==> src/rtl/wb_pkg.sv <==
// Shared types and constants for the writeback stage: load funct3 encodings,
// the queued-result entry format and default sizing.
package wb_pkg;

    localparam int WB_XLEN           = 32;
    localparam int LSU_DEPTH_DEFAULT = 2;

    localparam logic [2:0] F3_LB  = 3'b000;
    localparam logic [2:0] F3_LH  = 3'b001;
    localparam logic [2:0] F3_LW  = 3'b010;
    localparam logic [2:0] F3_LBU = 3'b100;
    localparam logic [2:0] F3_LHU = 3'b101;

    typedef struct packed {
        logic [4:0]         rd_addr;
        logic [WB_XLEN-1:0] data;
    } wb_entry_t;

endpackage

==> src/rtl/wb_fifo.sv <==
// Small synchronous FIFO of formatted load results. Exposes the head entry
// combinationally plus per-slot valid/rd so the parent can build a hazard mask.
module wb_fifo
    import wb_pkg::*;
#(
    parameter int DEPTH = LSU_DEPTH_DEFAULT
) (
    input  logic                        clk,
    input  logic                        srst,
    input  logic                        push,
    input  wb_entry_t                   push_entry,
    input  logic                        pop,
    output wb_entry_t                   head,
    output logic [$clog2(DEPTH):0]      count,
    output logic [DEPTH-1:0]            slot_valid,
    output logic [DEPTH-1:0][4:0]       slot_rd
);

    localparam int AW = $clog2(DEPTH);
    localparam logic [AW:0] FULL = (AW+1)'(DEPTH);

    wb_entry_t       mem_q [DEPTH];
    logic [AW-1:0]   rd_ptr_q, rd_ptr_d;
    logic [AW-1:0]   wr_ptr_q, wr_ptr_d;
    logic [AW:0]     count_q,  count_d;

    always_comb begin
        rd_ptr_d = rd_ptr_q;
        wr_ptr_d = wr_ptr_q;
        count_d  = count_q;
        if (push) wr_ptr_d = wr_ptr_q + 1'b1;
        if (pop)  rd_ptr_d = rd_ptr_q + 1'b1;
        case ({push, pop})
            2'b10:   count_d = count_q + 1'b1;
            2'b01:   count_d = count_q - 1'b1;
            default: count_d = count_q;
        endcase
    end

    always_ff @(posedge clk) begin
        if (srst) begin
            rd_ptr_q <= '0;
            wr_ptr_q <= '0;
            count_q  <= '0;
        end else begin
            rd_ptr_q <= rd_ptr_d;
            wr_ptr_q <= wr_ptr_d;
            count_q  <= count_d;
        end
    end

    // Payload needs no reset: slot validity is derived purely from pointers/count.
    always_ff @(posedge clk) begin
        if (push) mem_q[wr_ptr_q] <= push_entry;
    end

    assign head  = mem_q[rd_ptr_q];
    assign count = count_q;

    generate
        for (genvar gi = 0; gi < DEPTH; gi++) begin : g_slot
            localparam logic [AW-1:0] IDX = AW'(gi);
            logic [AW-1:0] rel;
            assign rel            = IDX - rd_ptr_q;
            assign slot_valid[gi] = ({1'b0, rel} < count_q);
            assign slot_rd[gi]    = mem_q[gi].rd_addr;
        end
    endgenerate

    assert property (@(posedge clk) disable iff (srst) !(push && count_q == FULL));
    assert property (@(posedge clk) disable iff (srst) count_q <= FULL);

endmodule

==> src/rtl/wb_writeback.sv <==
// Writeback stage: arbitrates ALU results and formatted load returns onto the
// single regfile write port, queueing loads that lose and publishing a pending mask.
module wb_writeback
    import wb_pkg::*;
#(
    parameter int LSU_DEPTH = LSU_DEPTH_DEFAULT,
    parameter int XLEN      = WB_XLEN
) (
    input  logic            i_clk,
    input  logic            i_rst,
    input  logic            i_alu_valid,
    input  logic [4:0]      i_alu_rd_addr,
    input  logic [XLEN-1:0] i_alu_data,
    input  logic            i_lsu_valid,
    output logic            o_lsu_ready,
    input  logic [4:0]      i_lsu_rd_addr,
    input  logic [2:0]      i_lsu_funct3,
    input  logic [1:0]      i_lsu_byte_off,
    input  logic [XLEN-1:0] i_lsu_rdata,
    output logic            o_rd_wren,
    output logic [4:0]      o_rd_addr,
    output logic [XLEN-1:0] o_rd_data,
    output logic [31:0]     o_pending_mask
);

    localparam int AW = $clog2(LSU_DEPTH);
    localparam logic [AW:0] FULL = (AW+1)'(LSU_DEPTH);

    logic [XLEN-1:0] load_fmt;
    logic [7:0]      byte_sel;
    logic [15:0]     half_sel;

    logic            alu_win, lsu_acc, lsu_keep;
    logic            fifo_empty, fifo_push, fifo_pop, bypass;
    wb_entry_t       fifo_head, push_entry;
    logic [AW:0]     fifo_count;
    logic [LSU_DEPTH-1:0]      slot_valid;
    logic [LSU_DEPTH-1:0][4:0] slot_rd;

    logic            rd_wren_q, rd_wren_d;
    logic [4:0]      rd_addr_q, rd_addr_d;
    logic [XLEN-1:0] rd_data_q, rd_data_d;

    always_comb begin
        byte_sel = i_lsu_rdata[7:0];
        case (i_lsu_byte_off)
            2'd0: byte_sel = i_lsu_rdata[7:0];
            2'd1: byte_sel = i_lsu_rdata[15:8];
            2'd2: byte_sel = i_lsu_rdata[23:16];
            2'd3: byte_sel = i_lsu_rdata[31:24];
            default: byte_sel = i_lsu_rdata[7:0];
        endcase
        half_sel = i_lsu_byte_off[1] ? i_lsu_rdata[31:16] : i_lsu_rdata[15:0];
        case (i_lsu_funct3)
            F3_LB:   load_fmt = {{(XLEN-8){byte_sel[7]}}, byte_sel};
            F3_LBU:  load_fmt = {{(XLEN-8){1'b0}}, byte_sel};
            F3_LH:   load_fmt = {{(XLEN-16){half_sel[15]}}, half_sel};
            F3_LHU:  load_fmt = {{(XLEN-16){1'b0}}, half_sel};
            default: load_fmt = i_lsu_rdata;
        endcase
    end

    assign o_lsu_ready = !i_rst && (fifo_count < FULL);
    assign fifo_empty  = (fifo_count == '0);
    assign alu_win     = i_alu_valid && (i_alu_rd_addr != 5'd0);
    assign lsu_acc     = i_lsu_valid && o_lsu_ready;
    // x0 loads complete the handshake but are otherwise dropped here.
    assign lsu_keep    = lsu_acc && (i_lsu_rd_addr != 5'd0);
    assign fifo_pop    = !alu_win && !fifo_empty;
    assign bypass      = !alu_win && fifo_empty && lsu_keep;
    assign fifo_push   = lsu_keep && !bypass;

    assign push_entry.rd_addr = i_lsu_rd_addr;
    assign push_entry.data    = load_fmt;

    wb_fifo #(.DEPTH(LSU_DEPTH)) u_fifo (
        .clk        (i_clk),
        .srst       (i_rst),
        .push       (fifo_push),
        .push_entry (push_entry),
        .pop        (fifo_pop),
        .head       (fifo_head),
        .count      (fifo_count),
        .slot_valid (slot_valid),
        .slot_rd    (slot_rd)
    );

    always_comb begin
        rd_wren_d = 1'b0;
        rd_addr_d = rd_addr_q;
        rd_data_d = rd_data_q;
        if (alu_win) begin
            rd_wren_d = 1'b1;
            rd_addr_d = i_alu_rd_addr;
            rd_data_d = i_alu_data;
        end else if (fifo_pop) begin
            rd_wren_d = 1'b1;
            rd_addr_d = fifo_head.rd_addr;
            rd_data_d = fifo_head.data;
        end else if (bypass) begin
            rd_wren_d = 1'b1;
            rd_addr_d = i_lsu_rd_addr;
            rd_data_d = load_fmt;
        end
    end

    always_ff @(posedge i_clk) begin
        if (i_rst) begin
            rd_wren_q <= 1'b0;
            rd_addr_q <= '0;
            rd_data_q <= '0;
        end else begin
            rd_wren_q <= rd_wren_d;
            rd_addr_q <= rd_addr_d;
            rd_data_q <= rd_data_d;
        end
    end

    assign o_rd_wren = rd_wren_q;
    assign o_rd_addr = rd_addr_q;
    assign o_rd_data = rd_data_q;

    always_comb begin
        o_pending_mask = '0;
        for (int i = 0; i < LSU_DEPTH; i++) begin
            if (slot_valid[i]) o_pending_mask[slot_rd[i]] = 1'b1;
        end
        if (rd_wren_q) o_pending_mask[rd_addr_q] = 1'b1;
        o_pending_mask[0] = 1'b0;
    end

    // Decode must stall an ALU op whose destination still has a write in flight.
    assert property (@(posedge i_clk) disable iff (i_rst)
        !(i_alu_valid && o_pending_mask[i_alu_rd_addr]));

endmodule

==> config.mk <==
export PLATFORM = sky130hd
export DESIGN_NAME = wb_writeback
export DESIGN_NICKNAME = d
export VERILOG_FILES = /design/src/rtl/wb_pkg.sv /design/src/rtl/wb_fifo.sv /design/src/rtl/wb_writeback.sv
export SDC_FILE = /design/constraint.sdc
export NUM_CORES = 1
export LEC_CHECK = 0
export ABC_AREA = 0
export CAP_MARGIN = 30
export CORE_MARGIN = 2
export CORE_UTILIZATION = 55
export CTS_BUF_LIST = sky130_fd_sc_hd__clkbuf_4
export CTS_CLUSTER_DIAMETER = 80
export DETAILED_ROUTE_END_ITERATION = 16
export DONT_BUFFER_PORTS = 1
export HOLD_SLACK_MARGIN = 0.12
export PLACE_DENSITY = 0.69
export SYNTH_ARGS = -nofsm -noshare
export SYNTH_HDL_FRONTEND = slang
export SYNTH_SLANG_ARGS = --single-unit
==> constraint.sdc <==
create_clock -name i_clk -period 6.3 [get_ports i_clk]
set_input_delay 1.89 -clock i_clk [delete_from_list [all_inputs] [get_ports i_clk]]
set_output_delay 1.89 -clock i_clk [all_outputs]
set_load 0.05 [all_outputs]
==> results of run 1 <==
[layout make-up]
cell class | count | area, sq um | share of cell area [%]
Tap cell | 143 | 179 | 2.59
Multi-Input combinational cell | 487 | 3110 | 45.0
Timing Repair Buffer | 11 | 101 | 1.47
Sequential cell | 117 | 3080 | 44.6
Inverter | 12 | 45.0 | 0.652
Clock inverter | 15 | 259 | 3.75
Antenna cell | 1 | 2.50 | 0.0362
Clock buffer | 17 | 128 | 1.85
[metal layers]
layer | GRT usage (%) | vias to the layer above | part of all wire, %
met5 | 0 | - | 0
met4 | 10.5 | 0 | 2.4
met3 | 10.9 | 32 | 11
met2 | 45.9 | 336 | 46
met1 | 39.9 | 2672 | 41
li1 | - | 2498 | -
[power by group]
group          switching, mW  total [mW]  internal [mW]
logic                  0.429       0.657          0.228
clock network          0.291       0.721          0.430
registers              0.262        1.18          0.915
total                  0.982        2.56           1.57
[worst min-delay path, delay by kind of cell, from the launching register on]
kind                      cells  cell delay, ns
and+or+nand+nor               1            0.08
xor gates and xnor gates      1            0.11
DFF                           1            0.39
[sequential cells by signal, indices dropped and copies added, names as in the netlist, named ones only]
signal and cells:
u_fifo.mem_q 74, o_rd_data 32, o_rd_addr 5, u_fifo.count 2
o_rd_wren 1, u_fifo.rd_ptr_q 1, u_fifo.wr_ptr_q 1
[Yosys cell counts (4+ instances only)]
cell type	number	area (sq um)
and3_1	11	68.8
nand3b_1	10	75.1
nor2b_1	5	31.3
and3b_1	5	43.8
o21ai_0	29	145
a21o_1	8	60.1
a221o_1	26	260
nor2_1	66	248
or2_2	8	50.1
dfxtp_1	43	861
or4_1	4	30.0
inv_1	12	45.0
buf_1	4	15.0
a21oi_1	23	115
clkbuf_1	41	154
nand2_1	95	357
mux2i_1	25	250
mux2_2	16	180
nor4_1	7	43.8
buf_2	10	50.1
nor3b_1	9	67.6
a311oi_1	14	123
nor3_1	5	25.0
nand3_1	18	90.1
a31o_2	15	131
o32ai_1	10	87.6
edfxtp_1	74	2220
a211oi_1	26	195
o211ai_1	7	52.6
a22oi_1	11	82.6
[how the worst min path moves through the flow]
| stage | end | slack [ns] | depth (start not counted) |
|---|---|---|---|
| 3_3_place_gp | u_fifo.rd_ptr_q | 0.56 | 2 |
| 6_report | u_fifo.rd_ptr_q | 0.60 | 2 |
| 2_1_floorplan | u_fifo.wr_ptr_q | 0.52 | 3 |
| 5_1_grt | u_fifo.rd_ptr_q | 0.65 | 2 |
| 4_1_cts | u_fifo.rd_ptr_q | 0.60 | 2 |
| 3_5_place_dp | u_fifo.rd_ptr_q | 0.57 | 2 |
[cells by family (layout without fill, tap and decap cells)]
family                     Yosys count  after routing  share of synthesized area (%)
AOI/OAI and AO/OA                  184            184                           21.3
xor gates and xnor gates             4              4                          0.542
adders and majority gates            1              1                          0.193
buffers and inverters               71             55                           4.66
DFF                                117            117                           47.7
muxes                               41             41                           6.66
other                                1              2                         0.0580
and+or+nand+nor                    256            256                           18.9
==> qor.csv, run 1 <==
metric,value,unit
syn-num-nets,759,
critPathCaptureType,primary output,
final_common_cell,nand2_1,
wl,19200,um
grt_overflow,0,
clock_path_buffers,2,
area_growth_syn_to_layout,6.87,%
worst_slack,1.55,ns
initial_core_util,56.4,%
slowest_delay,0.90,ns
grt_pass1_vias,5325,
rows,39,
r2r_setup_slack,3.46,ns
finalMaxSlewViolations,0,
die_h,112,um
critical-path-top-delay-family,simple AND/OR/NAND/NOR gates,
numCtsBuffers,17,
dr.pass1.iters,5,
gp_congestion,0.924,
ys_seq_elements,117,
timing.hold.ws,0.602,ns
drv_cap,0,
ioPinCount,154,
cts.sinks,117,
hold_buffers,0,
p_per_area,370,nW/um^2
peakVddDrop,0.271,mV
start_kind,flop,
drc,0,
fin_crit,4.75,ns
synthCells,675,
crit_cells,4,
outcome,finished clean,
setup_violations,0,
hold_viol_final,0,
cts_tree,done,
syn_area_per_cell,9.58,sq um
dpl.hpwl,13200,um
ys_seq_area_share,47.7,%
fin_nets,730,
power_leakage,2.42,nW
tns,0,ns
synth_enable_flop_cells,74,
post_cts_buffers,0,
cts-root-buf,clkbuf_4,
num_vias,5538,
critPathKind,reg -> out,
synth_cell_type_count,55,
crit_required,4.41,ns
htree_num_levels,4,
rsz0062_at_grt,no,
grt_pass1_wl,29300,um
initialDrtViolationCount,655,
die-area,12600,sq um
antenna_found_initial,1,
final.period_utilization,75.4,%
power.total,2.56,mW
hp-start,u_fifo.rd_ptr_q,
startpoint,u_fifo.count[0],
pre_cts_ws,1.86,ns
grt_usage,30.0,%
crit_end,o_pending_mask[21],
skew,0.0150,ns
arrival,2.86,ns
layout_common_cells,"95 x nand2_1, 74 x edfxtp_1, 64 x nor2_1",
async_reset_ff_share,0,%
synth_top_flop_cell,edfxtp_1,
viasPerCell,6.90,
cts_resized,0,
fin_cells,803,
worstMarginPinSlew,1.06,ns
wire_per_inst,23.9,um
worstReg2RegStart,u_fifo.count[1],
grt_max_degree,56,
slew_headroom,29.2,%
hp-class,reg -> reg,
fillers,976,
portBuffers,0,
fmax,211,MHz
core,11500,sq um
worstSkewPairLatency,0.55,ns
place_inst,769,
yosys_warnings,0,
postRouteAntennaNets,0,
drive_above_1_share,13.8,%
cp_max_fo,8,
post_dp_cell_area,6510,sq um
die_w,112,um
worstPathCellList,nor2b_1 > nor2_1 > or3_1 > o211ai_1,
cp_slowest_cell,o211ai_1,
syn_area,6470,sq um
cp.buffers_inverters,0,
final_area,6910,sq um
r2r-end,u_fifo.mem_q[1][35],
fin_util,60.3,%
rr_worst_depth,5,
path_clk_slew,0.09,ns
No activity file was read; power rests on OpenSTA's default activity.
==> inputs of run 2 (changes only) <==
- clock period: 6.3 -> 4.9 ns (I/O delays scaled with it)
==> qor.csv, run 2 (same netlist as run 1, synthesis figures left out) <==
metric,value,unit
worstSkewPairLatency,0.56,ns
grt_pass1_vias,5177,
fillers,999,
peakVddDrop,0.393,mV
largest_register,u_fifo.mem_q,
tns,0,ns
r2r-end,o_rd_data[21],
final_common_cell,nand2_1,
postRouteAntennaNets,0,
arrival,2.87,ns
drc,0,
die_h,112,um
power.total,3.19,mW
drv_cap,0,
ioPinCount,154,
cts-root-buf,clkbuf_4,
hold_end,u_fifo.rd_ptr_q,
multi_input_area,3110,sq um
rows,39,
critical-path-top-delay-family,simple AND/OR/NAND/NOR gates,
gp_congestion,0.940,
cts_tree,done,
skew,0.0176,ns
hp-class,reg -> reg,
numCtsBuffers,17,
portBuffers,0,
worstMarginPinSlew,1.04,ns
largest_register_ffs,74,
grt_usage,30.3,%
dr.pass1.iters,6,
core,11500,sq um
layout_common_cells,"95 x nand2_1, 74 x edfxtp_1, 64 x nor2_1",
htree_num_levels,4,
cp_slowest_cell,or3_1,
cts.sinks,117,
area_growth_syn_to_layout,6.31,%
fin_nets,733,
slowest_delay,0.51,ns
critPathCaptureType,primary output,
startpoint,u_fifo.count[0],
num_vias,5473,
setup_violations,0,
critPathKind,reg -> out,
die-area,12600,sq um
antenna_found_initial,2,
initialDrtViolationCount,595,
drive_above_1_share,14.7,%
p_per_area,464,nW/um^2
slew_headroom,30.3,%
cp_max_fo,8,
rsz0062_at_grt,no,
die_w,112,um
grt_overflow,0,
worstReg2RegStart,u_fifo.count[1],
grt_pass1_wl,29300,um
viasPerCell,6.78,
final.period_utilization,88.5,%
power_leakage,2.42,nW
wl,19000,um
dpl.hpwl,13100,um
post_cts_buffers,0,
rr_worst_depth,7,
wire_per_inst,23.6,um
outcome,finished clean,
seqCellArea,3080,sq um
whs_path_depth,2,
hold_viol_final,0,
fin_crit,4.34,ns
crit_required,3.43,ns
fmax,231,MHz
finalMaxSlewViolations,0,
clock_path_buffers,2,
start_kind,flop,
initial_core_util,56.4,%
cp.buffers_inverters,0,
grt_max_degree,56,
cts_resized,0,
path_clk_slew,0.10,ns
hp-start,u_fifo.rd_ptr_q,
r2r_setup_slack,1.83,ns
worstPathCellList,nor2b_1 > nor2_1 > or3_1 > or4_1 > nand3_1,
hold_buffers,0,
-- run 2: through the flow --
step                      utilization, %  std cells  hold slack, ns  worst slack [ns]  cell area [sq um]
after floorplan                        -        675           0.521             0.603               6470
after global placement              56.8        772           0.568              1.04               6520
after detailed placement            56.9        773           0.583              1.01               6530
after CTS                           59.9        805           0.612             0.549               6870
after global routing                59.9        807           0.631             0.414               6870
final                               59.9        807           0.607             0.562               6870
-- run 2: metal layers --
| layer | up-vias | wire, um | GRT usage (%) |
|---|---|---|---|
| li1 | 2500 | - | - |
| met2 | 313 | 8680 | 46.0 |
| met4 | 0 | 463 | 9.02 |
| met5 | - | 0 | 0 |
| met1 | 2622 | 7820 | 41.4 |
| met3 | 38 | 2090 | 10.4 |
-- run 2: worst max path at each step --
stage	to	slack, ns	depth (start not counted)
2_1_floorplan	u_fifo.mem_q[0][0]	0.60	5
3_3_place_gp	o_rd_data[3]	1.04	5
3_5_place_dp	o_rd_data[0]	1.01	5
4_1_cts	o_pending_mask[1]	0.55	5
5_1_grt	o_pending_mask[1]	0.41	5
6_report	o_pending_mask[1]	0.56	5
-- run 2: cell type report --
cell class | instances | area share (%)
sequential | 117 | 44.9
clock buffer | 18 | 1.97
multi-input combinational | 487 | 45.3
tap | 143 | 2.60
inverter | 12 | 0.655
antenna | 2 | 0.0728
clock inverter | 14 | 3.04
timing repair buffer | 14 | 1.53
-- run 2: worst register-to-register path: cells and delay by family, from the launching register on --
| kind | cells | cell delay, ns |
|---|---|---|
| buf+inv | 2 | 0.65 |
| compound gates | 2 | 0.48 |
| simple gates | 3 | 1.29 |
| flops | 1 | 0.56 |
-- run 2: power by group --
group | switching [mW] | leakage (nW) | internal, mW | total [mW]
logic | 0.555 | 1.20 | 0.290 | 0.845
clock network | 0.375 | 0.186 | 0.459 | 0.833
registers | 0.333 | 1.03 | 1.18 | 1.51
